==> src/rtl/seg7_scan_driver.sv <==
// Time-multiplexed common-anode 7-segment driver: shadowed BCD digits, leading-zero
// blanking, inter-digit anode guard window and an end-of-frame strobe.
module seg7_scan_driver #(
  parameter int DIGITS         = 4,
  parameter int SCAN_DIV       = 50000,
  parameter int BLANK_CYC      = 2,
  parameter int LZ_BLANK       = 1,
  parameter int SEG_ACTIVE_LOW = 1,
  parameter int AN_ACTIVE_LOW  = 1
) (
  input  logic                  CLK,
  input  logic                  RST,
  input  logic [4*DIGITS-1:0]   IN,
  input  logic [DIGITS-1:0]     DP,
  input  logic                  LOAD,
  input  logic                  EN,
  output logic [6:0]            SEG,
  output logic                  DP_OUT,
  output logic [DIGITS-1:0]     AN,
  output logic                  FRAME
);

  localparam int CW = (SCAN_DIV > 1) ? $clog2(SCAN_DIV) : 1;
  localparam int DW = (DIGITS > 1) ? $clog2(DIGITS) : 1;
  localparam logic [CW-1:0]     CNT_LAST  = CW'(SCAN_DIV - 1);
  localparam logic [CW-1:0]     CNT_GUARD = CW'(BLANK_CYC);
  localparam logic [DW-1:0]     DIG_LAST  = DW'(DIGITS - 1);
  localparam logic              SEG_LOW   = (SEG_ACTIVE_LOW != 0);
  localparam logic              AN_LOW    = (AN_ACTIVE_LOW != 0);
  localparam logic [6:0]        SEG_OFF   = {7{SEG_LOW}};
  localparam logic [DIGITS-1:0] AN_OFF    = {DIGITS{AN_LOW}};

  logic [CW-1:0]       cnt, cnt_nx;
  logic [DW-1:0]       d, d_nx;
  logic [4*DIGITS-1:0] sh_in;
  logic [DIGITS-1:0]   sh_dp;
  logic [DIGITS-1:0]   blank;
  logic                zero_above;
  logic [3:0]          cur_code;
  logic                cur_blank, cur_dp;
  logic [6:0]          seg_raw, seg_nx;
  logic                dp_nx, frame_nx;
  logic [DIGITS-1:0]   an_nx;

  // Active-low segment patterns {g,f,e,d,c,b,a}.
  function automatic logic [6:0] decode(input logic [3:0] v);
    case (v)
      4'd0:    decode = 7'b1000000;
      4'd1:    decode = 7'b1111001;
      4'd2:    decode = 7'b0100100;
      4'd3:    decode = 7'b0110000;
      4'd4:    decode = 7'b0011001;
      4'd5:    decode = 7'b0010010;
      4'd6:    decode = 7'b0000010;
      4'd7:    decode = 7'b1111000;
      4'd8:    decode = 7'b0000000;
      4'd9:    decode = 7'b0010000;
      default: decode = 7'b1111111;
    endcase
  endfunction

  // Walk from the most significant digit down; blanking stops at the first non-zero.
  always_comb begin
    blank      = '0;
    zero_above = 1'b1;
    for (int unsigned j = 0; j < DIGITS; j++) begin
      zero_above = zero_above & (sh_in[4*(DIGITS-1-j) +: 4] == 4'd0);
      blank[DIGITS-1-j] = (LZ_BLANK != 0) && (j != DIGITS - 1) && zero_above;
    end
  end

  always_comb begin
    cur_code  = 4'd0;
    cur_blank = 1'b0;
    cur_dp    = 1'b0;
    for (int unsigned k = 0; k < DIGITS; k++) begin
      if (d == DW'(k)) begin
        cur_code  = sh_in[4*k +: 4];
        cur_blank = blank[k];
        cur_dp    = sh_dp[k];
      end
    end
  end

  always_comb begin
    cnt_nx = cnt + 1'b1;
    d_nx   = d;
    if (cnt == CNT_LAST) begin
      cnt_nx = '0;
      d_nx   = (d == DIG_LAST) ? '0 : d + 1'b1;
    end
  end

  always_comb begin
    seg_raw  = cur_blank ? 7'b1111111 : decode(cur_code);
    seg_nx   = SEG_LOW ? seg_raw : ~seg_raw;
    dp_nx    = SEG_LOW ? ~cur_dp : cur_dp;
    frame_nx = (cnt == CNT_LAST) && (d == DIG_LAST);
    an_nx    = AN_OFF;
    for (int unsigned k = 0; k < DIGITS; k++) begin
      an_nx[k] = (EN && (cnt >= CNT_GUARD) && (d == DW'(k))) ^ AN_LOW;
    end
  end

  always_ff @(posedge CLK) begin
    if (RST) begin
      cnt    <= '0;
      d      <= '0;
      sh_in  <= '0;
      sh_dp  <= '0;
      SEG    <= SEG_OFF;
      DP_OUT <= SEG_LOW;
      AN     <= AN_OFF;
      FRAME  <= 1'b0;
    end else begin
      cnt    <= cnt_nx;
      d      <= d_nx;
      if (LOAD) begin
        sh_in <= IN;
        sh_dp <= DP;
      end
      SEG    <= seg_nx;
      DP_OUT <= dp_nx;
      AN     <= an_nx;
      FRAME  <= frame_nx;
    end
  end

endmodule

==> config.mk <==
export PLATFORM = sky130hd
export DESIGN_NAME = seg7_scan_driver
export DESIGN_NICKNAME = d
export VERILOG_FILES = /design/src/rtl/seg7_scan_driver.sv
export SDC_FILE = /design/constraint.sdc
export NUM_CORES = 1
export LEC_CHECK = 0
export BUFFER_PORTS_ARGS = -buffer_cell sky130_fd_sc_hd__buf_4
export CORE_MARGIN = 3
export CORE_UTILIZATION = 50
export DETAILED_ROUTE_END_ITERATION = 8
export PLACE_DENSITY = 0.75
export SKIP_CTS_REPAIR_TIMING = 1
export SLEW_MARGIN = 20
export SYNTH_ARGS = -nofsm -noshare
export SYNTH_HDL_FRONTEND = slang
export SYNTH_SLANG_ARGS = --single-unit
==> constraint.sdc <==
create_clock -name CLK -period 2.25 [get_ports CLK]
set_input_delay 0.3375 -clock CLK [delete_from_list [all_inputs] [get_ports CLK]]
set_output_delay 0.3375 -clock CLK [all_outputs]
set_load 0.1 [all_outputs]
### Word level (Yosys, flattened, before mapping)

Memories as Yosys holds them, arrays and structs flattened. A register that Yosys moved wholly into a read port is not among the register bits.
Index checks and enable logic that the tools add are counted.

| word-level totals | value |
|---|---|
| bits in read-only memories | 112 |
| memories kept | 1 |
| bits in registers | 44 |
| logic and storage cells | 46 |
| output and inout bits | 13 |
| input port bits | 24 |

Memories:

| name | words | bits a word | read ports | clocked after Yosys merged registers in | write ports | RTL line | RTL |
|---|---|---|---|---|---|---|---|
| (no name shown) | 16 | 7 | 1 | 1 | 0 | 47 | `case (v)` |

| operators by class | value |
|---|---|
| bitwise gates (word level) | 7 |
| reductions and logical operators | 12 |
| equality and inequality tests | 4 |
| $add $sub $neg | 2 |
| multiplexer cells | 12 |
| $lt $le $gt $ge | 1 |

Operator list:

| operator | count |
|---|---|
| adder 16 x 1 -> 16 bit (second input constant) | 1 |
| == test 16 bit (second input constant) | 1 |
| >= comparator 16 x 2 -> 1 bit (second input constant) | 1 |
| 2-to-1 mux 4 bit | 4 |
| zero test 4 bit | 3 |
| 2-to-1 mux 1 bit | 7 |
| logical AND 1 bit | 6 |
| inverter 1 bit | 5 |
| == test 2 bit (second input constant) | 2 |
| OR reduction 2 bit | 2 |
| adder 2 x 1 -> 2 bit (second input constant) | 1 |
| bitwise AND 1 bit | 2 |
| == test 2 x 1 -> 1 bit (second input constant) | 1 |
| zero test 2 bit | 1 |
| 2-to-1 mux 2 bit | 1 |

### Longest topological paths before layout

| logic depth | value |
|---|---|
| depth after elaboration | 7 |
| gate-level depth with buffers | 10 |
| mapped depth without buffers | 9 |

### Worst setup path after synthesis

Ideal clock, no wire load.

| timing path | value |
|---|---|
| path type | register -> register |
| start | register d[1] |
| end | register SEG[4] |
| period minus slack after synthesis | 2.204 ns |
| stages on the path, launching flop included | 10 |
| library setup time | 0.080 ns |
| path buffers | 1 |
| path slack | 0.046 ns |
| arrival | 2.124 ns |
| cell sequence | dfxtp_1 inv_1 ha_1 buf_2 nand3b_1 a221oi_2 inv_1 ha_1 mux2_2 a22oi_1 |

| on the way | value |
|---|---|
| cells in the longest elaborated chain, start to end | 5 |
| elaborated cells on any way between the ends | 12 |
| those cells by class | 3 x eq/ne; 7 x mux; 2 x reduce/logical |

Ends and longest elaborated chain:

| item | RTL line | RTL |
|---|---|---|
| start, declared | 34 | `logic [DW-1:0] d, d_nx;` |
| start signal, assigned | 117 | `d <= d_nx;` |
| == test 2 x 1 -> 1 bit / zero test 2 bit (equally long branches) | 77 | `if (d == DW'(k)) begin` |
| 2-to-1 mux 1 bit / 2-to-1 mux 4 bit (equally long branches) (3 in a row) | 77 |  |
| OR reduction 2 bit (no line) / 2-to-1 mux 4 bit (equally long branches) | n/a |  |
| end, declared | 17 | `output logic [6:0] SEG,` |

Several ways; a longest one is shown, not always the timed one.
A chain may end at the register's enable or synchronous reset.

### Worst setup path in the final report

| timing path | value |
|---|---|
| start | register d[0] |
| end | register SEG[4] |

The elaborated chain is that of the path after synthesis.

==> summary.md <==
| Metric | Value |
|---|---|
| Status | completed |
| Largest net degree at the start of global routing | 31 |
| EDFF count, synth | 0 |
| Ys Warns | 0 |
| Row Count | 24 |
| Die Width | 74.52 um |
| F_max | 472.7 MHz |
| Die area | 5552 um^2 |
| Post-Syn Instances | 248 |
| Critical path arrival | 2.34 ns |
| Clock Sinks | 51 |
| Core Util, Final | 63.34% |
| Clock Tree Buf Depth | 2 |
| Clk slew on worst S/H paths | 0.09 ns |
| Final setup fails | 0 |
| Vias in the first global route | 1752 |
| Fin crit share | 94.02% |
| Seq pwr share | 51.3% |
| Count of different cell masters after synthesis | 42 |
| Register bit total from synthesis | 51 |
| Finished Layout Cells | 339 |
| Post-Place Setup Slack | -0.04569 ns |
| Delay-heaviest family, CP | adder cells |
| Critical path's largest stage delay | 0.46 ns |
| Worst Hold Class | in2reg |
| Crit path time final | 2.115 ns |
| Critical Path RT | 2.48 ns |
| Setup CP Type | reg2reg |
| Worst hold path startpoint | IN[13] |
| Combinational share of power | 19.6% |
| Diode count | 0 |
| P per Cell Area | 674.8 nW/um^2 |
| First-pass GRT wire length | 7776 um |
| Worst path cell trace | inv_1 > ha_2 > nor3b_1 > a221oi_2 > inv_1 > ha_1 > mux2_2 > a22oi_1 |
| DP Area | 2684 um^2 |
| FF-to-FF Start | d[0]$_SDFFE_PP0N_ |
| Mapped Avg Cell Area | 9.465 um^2 |
| Endpoint kind of the worst setup timing path | flip-flop |
| Clock share of power | 29.1% |
| Dpl hpwl | 3373 um |
| Die Y | 74.52 um |
| Hold depth | 3 |
| Internal | 1318 uW |
| DR vias/cell | 5.493 |
| Most common cell on crit path | inv_1 |
| H-tree levels | 2 |
| Clk_skew | 0.004915 ns |
| Leakage dissipation | 0.001250 uW |
| Core ar. | 4444 um^2 |
| Syn nets | 283 |
| Initial antenna violation count | 0 |
| Clk_lat worst skew | 0.30 ns |
| Post-Place Cells | 331 |
| Synthesized area | 2347 um^2 |
| Final worst slack | 0.1345 ns |
| All-layer global routing usage | 18.20% |
| P&R area growth vs syn | 19.94% |
| Sw Share | 30.65% |
| Type of origin of the critical path | flip-flop |
| DR vias | 1862 |
| Max-slew violations | 0 |
| Worst slew pin tran | 0.5862 ns |
| Initial DRC count | 88 |
| CTS tree | built |
| Gpl congestion | 0.8659 |
| NetSw | 582.3 uW |
| Initial core utilization | 52.82% |
| Most used DFF post-synth | dfxtp_1 |
| Grt ovf | 0 |
| Slowest-stage cell, CP | dfxtp_1 |
| Nets | 321 |
| Post-route cell area | 2815 um^2 |
| Worst reg2reg path depth | 8 |
| Worst Hold End | sh_in[13]$_SDFFE_PP0P_ |
| Seq/Total Area, Yosys | 43.50% |
| Hold Violations, Final | 0 |
| Maximum vdd drop | 0.3726 mV |
| Detail Route Antenna Nets | 0 |
| Post-synth ARST share | 0% |
| Share of post-route cells with drive strength above 1 | 21.25% |
| Pre-Repair DR Iteration Count | 4 |
| Worst Path Buf+Inv | 2 |
| Max-capacitance violation count | 0 |
| Rel. slew slack | 60.65% |
| # DRC | 0 |
| Routed wire length | 4723 um |
| WL/cell | 13.93 um |
| TritonCTS Buffers | 5 |
| Crit Reg-Reg Endpoint | SEG[4]$_SDFF_PP1_ |
| Crit-path max FO | 10 |
| Clock root buffer | clkbuf_8 |
| R2r setup slk | 0.13 ns |
| IO Pins | 37 |
| IO buf count | 36 |
## kinds of logic (layout without fill, tap and decap cells)
logic type               Yosys count  after routing  synth area share, %
multiplexers                      23             23                9.861
AND/OR/NAND/NOR                   88             88                20.52
XOR/XNOR                          12             12                4.478
flip-flops                        51             51                43.50
AO/OA/AOI/OAI                     38             38                11.51
adder cells (fa/ha/maj)           11             11                5.863
buffers and inverters             25             64                4.265
## state kept, by name (all words and copies together), names as in the netlist
signal	flops
AN	4
DP_OUT	1
FRAME	1
SEG	7
cnt	16
d	2
sh_dp	4
sh_in	16
## metrics by stage
stage	total power (uW)	hold slack, ns	setup TNS (ns)
global route	1983	0.2712	-0.003325
detailed placement	1364	0.4639	-0.08564
global placement	1362	0.4580	0
floorplan	1267	0.4374	0
CTS	1912	0.2611	-0.1289
finish	1900	0.2599	0
## cell usage after synthesis, types with 2 or more instances
library cell	count	area, um^2
or4_1	5	37.54
xnor2_1	3	26.28
nor2b_1	2	12.51
nand3_1	6	30.03
nand3b_1	4	30.03
clkbuf_1	7	26.28
nor3b_1	5	37.54
a211oi_1	6	45.04
ha_1	11	137.6
buf_2	5	25.02
mux2i_1	22	220.2
a21oi_1	10	50.05
a221o_1	2	20.02
a22oi_1	3	22.52
and3_1	2	12.51
o21ai_0	7	35.03
dfxtp_1	51	1021
nand4_1	4	25.02
and4_1	4	35.03
nor2_1	35	131.4
inv_1	13	48.80
nand2_1	9	33.78
xor2_1	9	78.83
nor3_1	4	20.02
or3_1	2	12.51
## worst max-delay path by stage
stage | from | endpoint | slack, ns | cells past startpoint
detailed placement | d[0]$_SDFFE_PP0N_ | SEG[5]$_SDFF_PP1_ | -0.05 | 8
finish | d[0]$_SDFFE_PP0N_ | SEG[4]$_SDFF_PP1_ | 0.13 | 8
CTS | d[0]$_SDFFE_PP0N_ | SEG[5]$_SDFF_PP1_ | -0.06 | 8
floorplan | d[1]$_SDFFE_PP0N_ | SEG[4]$_SDFF_PP1_ | 0.05 | 9
global placement | d[0]$_SDFFE_PP0N_ | SEG[5]$_SDFF_PP1_ | 0.12 | 8
global route | d[0]$_SDFFE_PP0N_ | SEG[4]$_SDFF_PP1_ | -0.003 | 8
## layout by cell type (no fill, tap or decap), types with 2 or more instances in the layout
| master | instances |
|---|---|
| dfxtp_1 | 50 |
| buf_4 | 43 |
| nor2_1 | 35 |
| mux2i_1 | 22 |
| inv_1 | 13 |
| a21oi_1 | 10 |
| nand2_1 | 9 |
| xor2_1 | 9 |
| ha_1 | 8 |
| a211oi_1 | 6 |
| o21ai_0 | 6 |
| nand3_1 | 6 |
| clkbuf_8 | 6 |
| nor3b_1 | 5 |
| or4_1 | 5 |
| nand3b_1 | 4 |
| nor3_1 | 4 |
| and4_1 | 4 |
| nand4_1 | 4 |
| a22oi_1 | 3 |
| xnor2_1 | 3 |
| a221o_1 | 2 |
| nor2b_1 | 2 |
| and3_1 | 2 |
| or3_1 | 2 |
| ha_2 | 2 |
## layer usage
layer | vias up | wire, um | track usage (%)
li1 | 949 | - | -
met1 | 873 | 2101 | 21.84
met2 | 31 | 2347 | 31.61
met3 | 9 | 182 | 3.784
met4 | 0 | 91 | 7.312
met5 | - | 0 | 0
## power groups by stage
stage / Sequential [uW] / Combinational, uW / Clock, uW
3_5_place_dp: 996 / 367 / 0
3_3_place_gp: 997 / 365 / 0
5_1_grt: 982 / 397 / 604
6_report: 976 / 372 / 552
4_1_cts: 976 / 369 / 567
2_1_floorplan: 1150 / 115 / 0
## cell type report
type                    count  area (um^2)
inverters                  13        48.80
fillers                   377         1629
repair buffers             43        322.8
flip-flops and latches     51         1022
well taps                  52        65.06
multi-input cells         172         1257
clock buffers               6        82.58
clock inverters             2        16.27
## worst reg2reg max path, stage by stage, from the launching register on
cell and delay [ns]:
dfxtp_1 0.46, inv_1 0.10, ha_2 0.26, nor3b_1 0.17
a221oi_2 0.26, inv_1 0.13, ha_1 0.23, mux2_2 0.27
a22oi_1 0.17
(Power assumes the default switching activity.)
